`config.mk`:
```
export PLATFORM = sky130hd
export DESIGN_NAME = exu_div
export DESIGN_NICKNAME = d
export VERILOG_FILES = /design/src/rtl/exu_div_pkg.sv /design/src/rtl/exu_div.sv
export SDC_FILE = /design/constraint.sdc
export NUM_CORES = 1
export LEC_CHECK = 0
export BUFFER_PORTS_ARGS = -buffer_cell sky130_fd_sc_hd__buf_2
export CORE_ASPECT_RATIO = 0.8
export CORE_UTILIZATION = 40
export DETAILED_ROUTE_END_ITERATION = 7
export PLACE_DENSITY = 0.61
export SLEW_MARGIN = 20
export SYNTH_ARGS = -nofsm -noshare
export SYNTH_HDL_FRONTEND = slang
export SYNTH_SLANG_ARGS = --single-unit
```
`constraint.sdc`:
```
create_clock -name clk -period 7 [get_ports clk]
set_input_delay 0.35 -clock clk [delete_from_list [all_inputs] [get_ports clk]]
set_output_delay 0.35 -clock clk [all_outputs]
set_load 0.01 [all_outputs]
```
`src/rtl/exu_div_pkg.sv`:
```
// Shared encodings and constants for the EXU iterative divider.
// Holds the funct3 op codes, FSM states and the RV32M special-result constants.
package exu_div_pkg;

  localparam int DIV_XLEN = 32;

  localparam logic [2:0] OP_DIV  = 3'b100;
  localparam logic [2:0] OP_DIVU = 3'b101;
  localparam logic [2:0] OP_REM  = 3'b110;
  localparam logic [2:0] OP_REMU = 3'b111;

  typedef enum logic [1:0] {
    IDLE = 2'd0,
    CALC = 2'd1,
    DONE = 2'd2
  } div_state_e;

  localparam logic [DIV_XLEN-1:0] DIV_ZERO_QUOT = {DIV_XLEN{1'b1}};
  localparam logic [DIV_XLEN-1:0] INT_MIN       = {1'b1, {(DIV_XLEN-1){1'b0}}};

endpackage

```
`src/rtl/exu_div.sv`:
```
// Radix-2 restoring divider (DIV/DIVU/REM/REMU): XLEN+1 cycles start-to-ready, 1 cycle for
// divide-by-zero/overflow. Control holds start_i for the whole op; dropping it in CALC aborts.
module exu_div
  import exu_div_pkg::*;
#(
  parameter int XLEN           = DIV_XLEN,
  parameter int REG_ADDR_WIDTH = 5
) (
  input  logic                      clk,
  input  logic                      rst,
  input  logic                      start_i,
  input  logic [XLEN-1:0]           dividend_i,
  input  logic [XLEN-1:0]           divisor_i,
  input  logic [2:0]                op_i,
  input  logic [REG_ADDR_WIDTH-1:0] reg_waddr_i,
  output logic                      busy_o,
  output logic                      ready_o,
  output logic [XLEN-1:0]           result_o,
  output logic [REG_ADDR_WIDTH-1:0] reg_waddr_o
);

  localparam int CNT_W = $clog2(XLEN);

  div_state_e                state_q, state_d;
  logic [CNT_W-1:0]          cnt_q, cnt_d;
  logic [2*XLEN-1:0]         rq_q, rq_d;
  logic [XLEN-1:0]           dvsr_q, dvsr_d;
  logic                      is_rem_q, is_rem_d;
  logic                      q_neg_q, q_neg_d;
  logic                      r_neg_q, r_neg_d;
  logic [REG_ADDR_WIDTH-1:0] tag_q, tag_d;
  logic                      busy_q, busy_d;
  logic                      ready_q, ready_d;
  logic [XLEN-1:0]           result_q, result_d;
  logic [REG_ADDR_WIDTH-1:0] waddr_q, waddr_d;

  function automatic logic [XLEN-1:0] neg_if(input logic neg, input logic [XLEN-1:0] v);
    return neg ? (~v + XLEN'(1)) : v;
  endfunction

  logic in_signed, in_rem, a_neg, b_neg, div_zero, ovf;

  assign in_signed = (op_i == OP_DIV) || (op_i == OP_REM);
  assign in_rem    = (op_i == OP_REM) || (op_i == OP_REMU);
  assign a_neg     = in_signed && dividend_i[XLEN-1];
  assign b_neg     = in_signed && divisor_i[XLEN-1];
  assign div_zero  = (divisor_i == '0);
  assign ovf       = in_signed && (dividend_i == XLEN'(INT_MIN)) && (divisor_i == {XLEN{1'b1}});

  // Trial subtract needs XLEN+1 bits: the bit shifted out of the upper half is significant.
  logic [XLEN:0]     trial;
  logic [XLEN:0]     trial_diff;
  logic [2*XLEN-1:0] step_rq;

  always_comb begin
    trial      = rq_q[2*XLEN-1:XLEN-1];
    trial_diff = trial - {1'b0, dvsr_q};
    step_rq    = {rq_q[2*XLEN-2:0], 1'b0};
    if (trial >= {1'b0, dvsr_q}) begin
      step_rq[2*XLEN-1:XLEN] = trial_diff[XLEN-1:0];
      step_rq[0]             = 1'b1;
    end
  end

  always_comb begin
    state_d  = state_q;
    cnt_d    = cnt_q;
    rq_d     = rq_q;
    dvsr_d   = dvsr_q;
    is_rem_d = is_rem_q;
    q_neg_d  = q_neg_q;
    r_neg_d  = r_neg_q;
    tag_d    = tag_q;
    busy_d   = busy_q;
    ready_d  = 1'b0;
    result_d = result_q;
    waddr_d  = waddr_q;

    case (state_q)
      IDLE, DONE: begin
        if (start_i) begin
          tag_d    = reg_waddr_i;
          is_rem_d = in_rem;
          q_neg_d  = a_neg ^ b_neg;
          r_neg_d  = a_neg;
          if (div_zero || ovf) begin
            state_d = DONE;
            busy_d  = 1'b0;
            ready_d = 1'b1;
            waddr_d = reg_waddr_i;
            if (div_zero) result_d = in_rem ? dividend_i : XLEN'(DIV_ZERO_QUOT);
            else          result_d = in_rem ? '0 : XLEN'(INT_MIN);
          end else begin
            state_d = CALC;
            busy_d  = 1'b1;
            cnt_d   = '0;
            rq_d    = {{XLEN{1'b0}}, neg_if(a_neg, dividend_i)};
            dvsr_d  = neg_if(b_neg, divisor_i);
          end
        end else begin
          state_d = IDLE;
          busy_d  = 1'b0;
        end
      end

      CALC: begin
        if (!start_i) begin
          state_d = IDLE;
          busy_d  = 1'b0;
        end else begin
          rq_d  = step_rq;
          cnt_d = cnt_q + 1'b1;
          if (cnt_q == CNT_W'(XLEN-1)) begin
            state_d  = DONE;
            busy_d   = 1'b0;
            ready_d  = 1'b1;
            waddr_d  = tag_q;
            result_d = is_rem_q ? neg_if(r_neg_q, step_rq[2*XLEN-1:XLEN])
                                : neg_if(q_neg_q, step_rq[XLEN-1:0]);
          end
        end
      end

      default: begin
        state_d = IDLE;
        busy_d  = 1'b0;
      end
    endcase
  end

  always_ff @(posedge clk) begin
    if (rst) begin
      state_q  <= IDLE;
      cnt_q    <= '0;
      rq_q     <= '0;
      dvsr_q   <= '0;
      is_rem_q <= 1'b0;
      q_neg_q  <= 1'b0;
      r_neg_q  <= 1'b0;
      tag_q    <= '0;
      busy_q   <= 1'b0;
      ready_q  <= 1'b0;
      result_q <= '0;
      waddr_q  <= '0;
    end else begin
      state_q  <= state_d;
      cnt_q    <= cnt_d;
      rq_q     <= rq_d;
      dvsr_q   <= dvsr_d;
      is_rem_q <= is_rem_d;
      q_neg_q  <= q_neg_d;
      r_neg_q  <= r_neg_d;
      tag_q    <= tag_d;
      busy_q   <= busy_d;
      ready_q  <= ready_d;
      result_q <= result_d;
      waddr_q  <= waddr_d;
    end
  end

  assign busy_o      = busy_q;
  assign ready_o     = ready_q;
  assign result_o    = result_q;
  assign reg_waddr_o = waddr_q;

endmodule

```
==> results by group, run 1 <==
Status
  – Status: completed

Timing
  – Max-slew headroom: 0.289
  – Tmin final: 5.56 ns
  – Tcrit/Tclk final: 0.794
  – Slew of the pin with the lowest slew margin: 1.05 ns
  – Clock Skew: 0.0131 ns
  – Hold Violations, Final: 0
  – Setup violators final: 0
  – Maximum clock rate: 0.180 GHz
  – RSZ-0062 raised after global routing: false
  – TNS Setup: 0 ns
  – Slew Viols, Final: 0

Clocking
  – Htree depth: 4
  – # clock sinks: 149
  – Hold Buf Count CTS: 0
  – Post-CTS Setup Bufs: 0
  – CTS tree: yes
  – Num CTS Buffers: 17
  – Clock Latency Late Sink: 0.45 ns
  – Clk buf depth: 2
  – Reg clk slew, reported paths: 0.06 ns
  – PostCTS Resize Cnt: 0
  – CTS root buf: clkbuf_16

Logic synthesis
  – Ys flop type: dfxtp_1
  – Ys async rst share: 0
  – Synth Warn #: 0
  – Number of synthesized flops with an enable pin: 0
  – Synth unique cells: 84
  – Avg Inst Size Synth: 7.29 µm²
  – Part of the Yosys area used for sequential elements: 0.258
  – Syn_nets: 1699
  – Seq cells post-synth: 149
  – Cell Area, Synth: 11500 µm²
  – Gate Count Post-Synth: 1584

Power
  – Cell area power density: 187 nW/µm²
  – Leakage: 5.13 nW
  – Worst vdd ir: 0.192 mV

Worst hold path
  – Hold Path Cell Cnt: 3
  – Hold Path Class: primary input to flop

Floorplan
  – IO Count: 114
  – Core box area: 28400 µm²
  – Die Wd: 192 µm
  – Row count: 55
  – Initial Util: 0.407
  – Chip height: 154 µm
  – DIE AREA: 29500 µm²

Placement
  – Gpl congestion: 0.936
  – PortBufs: 113
  – Dpl hpwl: 28.3 mm
  – Placed Cells: 1979

Setup path
  – WP data required: 7.34 ns
  – Critical Path AT: 5.90 ns
  – CP endpoint kind: flop
  – Reg2Reg Depth: 16
  – Buf+Inv Stages, Crit Path: 1
  – CP top delay family: simple AND/OR/NAND/NOR gates
  – Launch point of the worst path: dvsr_q[26]$_SDFFE_PP0P_
  – Reg-to-Reg End: result_o[30]$_SDFFE_PP0P_
  – Reg2reg start: dvsr_q[26]$_SDFFE_PP0P_
  – CP max stage cell: nor4b_1
  – CP Depth: 16
  – Critical-path cell list: inv_1 > ha_1 > and4_1 > nor4b_1 > a21oi_1 > nand4_1 > or2_2 > mux2i_1 > ha_1 > nand2_1 > nor4b_1 > a31oi_2 > or3_1 > o31ai_2 > xor2_1 > a21oi_1
  – Max incr delay on CP: 0.86 ns
  – Startpoint types: flop
  – Peak fanout along the critical path: 12
  – FF-to-FF setup slack: 1.44 ns
  – Setup crit end: result_o[30]$_SDFFE_PP0P_
  – Crit Path Class: flop to flop

Drt
  – DR DRC count: 0
  – Final ANT Viol Nets: 0
  – DR pass1 iterations: 8
  – Vias per cell: 5.89
  – WL final: 38.1 mm
  – DR WL/cell: 18.9 µm
  – Vias: 11800
  – 1st-iter DRT viols: 986

Cells and area
  – Final core occ: 0.455
  – N_diodes: 0
  – Commonest non-fill, non-tap cell in the layout: nor2_1
  – Layout Cells excl Fill: 2011
  – P&R area growth vs syn: 11.9%
  – FF+latch area: 2980 µm²
  – Layout cells sized above 1: 0.126
  – Filler cells: 2949
  – Final net count: 1743
  – Footprint of the multi-input gates: 7930 µm²
  – Commonest non-fill, non-tap cells in the layout: 252 x nor2_1, 149 x dfxtp_1, 146 x nand2_1

GRT
  – Largest net degree at the start of global routing: 68
  – Gr usage total: 0.263
  – Global-route wire length before repair: 61.0 mm
  – Initial antenna violation count: 1
  – Grt ovf: 0
  – Number of global-route vias before repair: 11000

Flow run
  – Max_cap viols: 0
[cell usage after synthesis (5+ instances only)]
cell type / count / area, µm²
dfxtp_1: 149 / 2980
o41ai_2: 5 / 81.3
o21ai_1: 12 / 60.1
or2_2: 6 / 37.5
a21oi_1: 124 / 621
o21ai_0: 89 / 445
or4_1: 8 / 60.1
xor2_1: 74 / 648
and3_1: 8 / 50.1
clkbuf_1: 77 / 289
ha_1: 39 / 488
o221ai_1: 14 / 123
nor2b_1: 13 / 81.3
nor2_1: 254 / 953
o31ai_1: 20 / 150
o21bai_1: 8 / 60.1
nand3_1: 34 / 170
inv_1: 49 / 184
or3_1: 17 / 106
a21o_1: 12 / 90.1
nand4_1: 18 / 113
nor3_1: 31 / 155
nand2_1: 148 / 556
a221oi_1: 32 / 280
nor3b_1: 6 / 45.0
xnor2_1: 59 / 517
and4_1: 6 / 52.6
nand2b_1: 17 / 106
mux2i_1: 27 / 270
a211oi_1: 42 / 315
and2_1: 7 / 43.8
nor4_1: 17 / 106
o211ai_1: 10 / 75.1
buf_2: 20 / 100
o41ai_1: 11 / 96.3
o21a_1: 7 / 52.6
a31oi_1: 35 / 219
[layout make-up]
class	instances	share of cell area
timing repair buffer	131	0.0545
tap	370	0.0358
sequential	149	0.231
clock buffer	25	0.0407
inverter	51	0.0148
clock inverter	7	0.00891
multi-input combinational	1278	0.614
[worst min path at each step]
stage	endpoint	slack [ns]	startpoint
finish	tag_q[0]$_SDFFE_PP0P_	0.15	reg_waddr_i[0]
floorplan	dvsr_q[31]$_SDFFE_PP0P_	0.43	dvsr_q[31]$_SDFFE_PP0P_
global placement	result_o[9]$_SDFFE_PP0P_	0.42	result_o[9]$_SDFFE_PP0P_
global route	tag_q[1]$_SDFFE_PP0P_	0.15	reg_waddr_i[1]
CTS	tag_q[4]$_SDFFE_PP0P_	0.14	reg_waddr_i[4]
detailed placement	result_o[3]$_SDFFE_PP0P_	0.43	result_o[3]$_SDFFE_PP0P_
[metal layers]
layer  GRT usage  part of all wire
met5           0           0.00042
met1       0.365              0.47
met2       0.401              0.44
met3      0.0539             0.063
met4      0.0865             0.025
[logic make-up (layout without fill, tap and decap cells)]
group / Yosys count / count (layout) / share of synthesized area
buffers and inverters: 157 / 214 / 0.0566
adders and majority gates: 40 / 40 / 0.0440
and+or+nand+nor: 615 / 615 / 0.249
muxes: 31 / 31 / 0.0283
xor gates and xnor gates: 133 / 133 / 0.101
AOI/OAI and AO/OA: 459 / 459 / 0.262
DFF: 149 / 149 / 0.258
[state kept, by name (all words and copies together), names as in the netlist]
register and cells:
tag_q 5, is_rem_q 1, q_neg_q 1, state_q 1, result_o 32, cnt_q 5
dvsr_q 32, reg_waddr_o 5, ready_o 1, busy_o 1, rq_q 64, r_neg_q 1
[stage by stage]
stage	cell area, µm²	worst slack (ns)	power (W)	hold slack [ns]
5_1_grt	12900	0.946	0.00251	0.150
2_1_floorplan	11500	2.51	0.00125	0.432
3_3_place_gp	12300	1.73	0.00140	0.423
6_report	12900	1.44	0.00242	0.149
3_5_place_dp	12300	1.66	0.00140	0.428
4_1_cts	12900	1.54	0.00242	0.139
[worst reg2reg max path, delay by kind of cell, from the launching register on]
kind            cells  cell delay [ns]
fa+ha+maj           2             0.69
compound gates      4             0.77
flops               1             0.32
mux                 1             0.37
simple gates        7             3.07
buf+inv             1             0.05
xor+xnor            1             0.16
[report_power, final]
| part | internal, W | total (W) | switching [W] |
|---|---|---|---|
| clock | 0.000627 | 0.00102 | 0.000393 |
| combinational | 0.000169 | 0.000489 | 0.000320 |
| sequential | 0.000879 | 0.000907 | 0.0000283 |
| total | 0.00167 | 0.00242 | 0.000741 |
Note: power is estimated with default switching activity, not from simulation.
==> run 2: changes to the inputs <==
Settings changed: ABC_AREA set to 1, PLACE_DENSITY 0.61 to 0.63.
Clock period 7 ns to 4.62 ns, I/O delays scaled along.
==> run 2 against run 1 <==
Area after synthesis up 6.1%. Cell count up 27%. Global-route usage increased by 1.1 points.
==> results by group, run 2 <==
Logic synthesis
  – Seq cells post-synth: 149 (unchanged)
  – Post-synthesis xor/xnor area fraction: 0.0522 (-0.0487)
  – Area fraction in and, or, nand and nor cells after synthesis: 0.386 (+0.136)
  – Post-Synth Adder-Cell Area: 0.0415 (-0.00254)
  – Syn_nets: 2164 (+27%)
  – Post-synthesis compound-gate area fraction: 0.171 (-0.0912)
  – Part of the Yosys area used for sequential elements: 0.244 (-0.0149)
  – Dominant cell type by area after synthesis: dfxtp_1
  – Synth unique cells: 58 (-31%)
  – Largest family of logic cells by synthesized area: simple AND/OR/NAND/NOR gates
  – Top post-synthesis cells by area: dfxtp_1 24%, nand2_1 18%, inv_1 7.1%
  – Ys flop type: dfxtp_1
  – Gate Count Post-Synth: 2049 (+29%)
  – Number of synthesized flops with an enable pin: 0 (unchanged)
  – Mux cell area share after synthesis: 0 (-0.0283)
  – Top-count cell post-synth: nand2_1
  – Yosys top cell area share: 0.244 (-0.0149)
  – Post-synth top cells: 578 x nand2_1, 233 x inv_1, 203 x nor2_1
  – Avg Inst Size Synth: 5.98 µm² (-18%)
  – Ys async rst share: 0 (unchanged)
  – Synth Warn #: 0 (unchanged)
  – Cell Area, Synth: 12200 µm² (+6.1%)

Cells and area
  – Final net count: 2249 (+29%)
  – P&R area growth vs syn: 13.3%
  – Final Cell Area: 13900 µm² (+7.4%)
  – Commonest non-fill, non-tap cell in the layout: nand2_1
  – Commonest non-fill, non-tap cells in the layout: 578 x nand2_1, 232 x inv_1, 198 x nor2_1
  – Layout cells sized above 1: 0.122 (-0.00304)
  – Biggest register: rq_q
  – Max reg flops: 64 (unchanged)
  – Final core occ: 0.467 (+0.0114)

Clocking
  – Reg clk slew, reported paths: 0.06 ns (about the same)
  – Clk buf depth: 2 (unchanged)
  – Num CTS Buffers: 17 (unchanged)
  – Hold Buf Count CTS: 0 (unchanged)
  – CTS tree: yes
  – Htree depth: 4 (unchanged)
  – # clock sinks: 149 (unchanged)
  – Clock Latency Late Sink: 0.44 ns (about the same)
  – CTS root buf: clkbuf_16

Power
  – Sequential power share: 0.361 (-0.015)
  – Switching power of the nets: 0.00132 W (+78%)
  – Power share of the clock group: 0.385 (-0.037)
  – Leakage: 6.76 nW (+32%)
  – Cell internal pwr: 0.00256 W (+53%)
  – Worst vdd ir: 0.275 mV (+43%)
  – Sw Share: 0.340 (+0.0333)
  – Cell area power density: 279 nW/µm² (+49%)
  – Logic pwr share: 0.254 (+0.052)

Setup path
  – CP max stage cell: ha_1
  – FF-to-FF setup slack: 0.57 ns (-0.87 ns)
  – CP Depth: 28 (+12)
  – Peak fanout along the critical path: 14 (+2)
  – CP endpoint kind: flop
  – Crit Path Class: flop to flop
  – Critical Path AT: 4.35 ns (-1.55 ns)
  – WP data required: 4.91 ns (-2.43 ns)
  – Buf+Inv Stages, Crit Path: 3 (+2)
  – Reg2Reg Depth: 28 (+12)
  – CP dominant cell by count: nand2_1
  – Max incr delay on CP: 0.38 ns (-0.48 ns)
  – Setup crit end: result_o[26]$_SDFFE_PP0P_
  – CP top delay family: simple AND/OR/NAND/NOR gates
  – Startpoint types: flop
  – Launch point of the worst path: rq_q[38]$_SDFFE_PP0P_
  – Reg-to-Reg End: result_o[26]$_SDFFE_PP0P_
  – Reg2reg start: rq_q[38]$_SDFFE_PP0P_

GRT
  – Global-route wire length before repair: 66.0 mm (+8.2%)
  – Largest net degree at the start of global routing: 65 (-4.4%)
  – Number of global-route vias before repair: 11900 (+7.7%)
  – Initial antenna violation count: 1 (unchanged)
  – Grt ovf: 0 (unchanged)
  – Gr usage total: 0.274 (+0.0114)

Flow run
  – Max_cap viols: 0 (unchanged)

Timing
  – Hold Violations, Final: 0 (unchanged)
  – RSZ-0062 raised after global routing: false
  – Slew of the pin with the lowest slew margin: 0.986 ns (-0.0660 ns)
  – TNS Setup: 0 ns (unchanged)
  – Maximum clock rate: 0.247 GHz (+37%)
  – Tcrit/Tclk final: 0.877 (+0.0829)
  – Clock Skew: 0.0107 ns (-0.00239 ns)
  – Setup violators final: 0 (unchanged)
  – Max-slew headroom: 0.342 (+0.0529)
  – Hold WS: 0.0384 ns (-0.111 ns)
  – Slew Viols, Final: 0 (unchanged)
  – Tmin final: 4.05 ns (-1.51 ns)

Drt
  – WL final: 43.0 mm (+13%)
  – Vias: 13700 (+15%)
  – Vias per cell: 5.35 (-9.2%)
  – Final ANT Viol Nets: 0 (unchanged)
  – DR WL/cell: 16.8 µm (-11%)
  – DR pass1 iterations: 7 (-1)
  – 1st-iter DRT viols: 1286 (+30%)
  – DR DRC count: 0 (unchanged)

Placement
  – Placed Area: 13200 µm² (+7.7%)
  – Gpl congestion: 0.946 (+1.0%)
  – Dpl hpwl: 33.5 mm (+18%)
  – PortBufs: 113 (unchanged)

Worst hold path
  – Hold Path Class: primary input to flop
  – Hold Path Origin: reg_waddr_i[0]

Floorplan
  – Chip height: 159 µm (+3.0%)
  – Initial Util: 0.412 (+0.00521)
  – Row count: 56 (+1.8%)
  – Die Wd: 198 µm (+3.0%)
  – DIE AREA: 31300 µm² (+6.1%)
  – Core box area: 29700 µm² (+4.8%)
  – IO Count: 114 (unchanged)

Status
  – Status: completed
run 2: changes by cell type after synthesis, moves of 21 or more:
cell,before,now
a211oi_1,42,2
a21oi_1,124,162
a221oi_1,32,0
clkbuf_1,77,56
inv_1,49,233
mux2i_1,27,0
nand2_1,148,578
nand3_1,34,157
nor2_1,254,203
xnor2_1,59,16
run 2: stage by stage:
step	std cells	power (W)	setup WS, ns
final	2554	0.00387	0.567
after global routing	2553	0.00406	0.0691
after CTS	2551	0.00386	0.327
after detailed placement	2519	0.00238	0.363
after global placement	2519	0.00238	0.320
after floorplan	2049	0.00206	1.11
run 2: what timing repair did:
item	in CTS	in global routing
buffers inserted	0	2
endpoints found under the setup margin	0	5
gates resized for setup	0	6
run 2: logic make-up after synthesis:
family	count (synthesis)
buf+inv	328
flops	149
xor+xnor	73
simple gates	1087
compound gates	372
fa+ha+maj	40
run 2: worst min path at each step:
stage / endpoint / slack (ns) / depth (start not counted)
finish: tag_q[0]$_SDFFE_PP0P_ / 0.04 / 3
global route: tag_q[0]$_SDFFE_PP0P_ / 0.05 / 3
CTS: tag_q[0]$_SDFFE_PP0P_ / 0.03 / 3
detailed placement: result_o[12]$_SDFFE_PP0P_ / 0.46 / 2
global placement: cnt_q[4]$_SDFFE_PP0P_ / 0.45 / 2
floorplan: tag_q[0]$_SDFFE_PP0P_ / 0.37 / 2
run 2: power groups by stage:
| stage | Clock, W | Combinational [W] | Sequential [W] |
|---|---|---|---|
| 2_1_floorplan | 0 | 0.000650 | 0.00141 |
| 3_3_place_gp | 0 | 0.000958 | 0.00142 |
| 3_5_place_dp | 0 | 0.000959 | 0.00142 |
| 4_1_cts | 0.00150 | 0.000965 | 0.00140 |
| 5_1_grt | 0.00156 | 0.00109 | 0.00140 |
| 6_report | 0.00149 | 0.000985 | 0.00140 |
run 2: tightest hold or removal path: stages:
cell    delay [ns]
buf_2         0.09
nor2_1        0.04
nor2_1        0.08
run 2: final cells by class:
cell class              count  area (µm²)
flip-flops and latches    149        2980
clock inverters             8         121
fillers                  3282       15800
diodes                      1        2.50
multi-input cells        1572        8020
inverters                 251         942
clock buffers              24         492
repair buffers            143         803
well taps                 406         508
run 2: metal layers:
| metal | GRT usage | part of all wire |
|---|---|---|
| met5 | 0 | 0 |
| met4 | 0.0676 | 0.016 |
| met3 | 0.0546 | 0.080 |
| met2 | 0.412 | 0.42 |
| met1 | 0.396 | 0.49 |
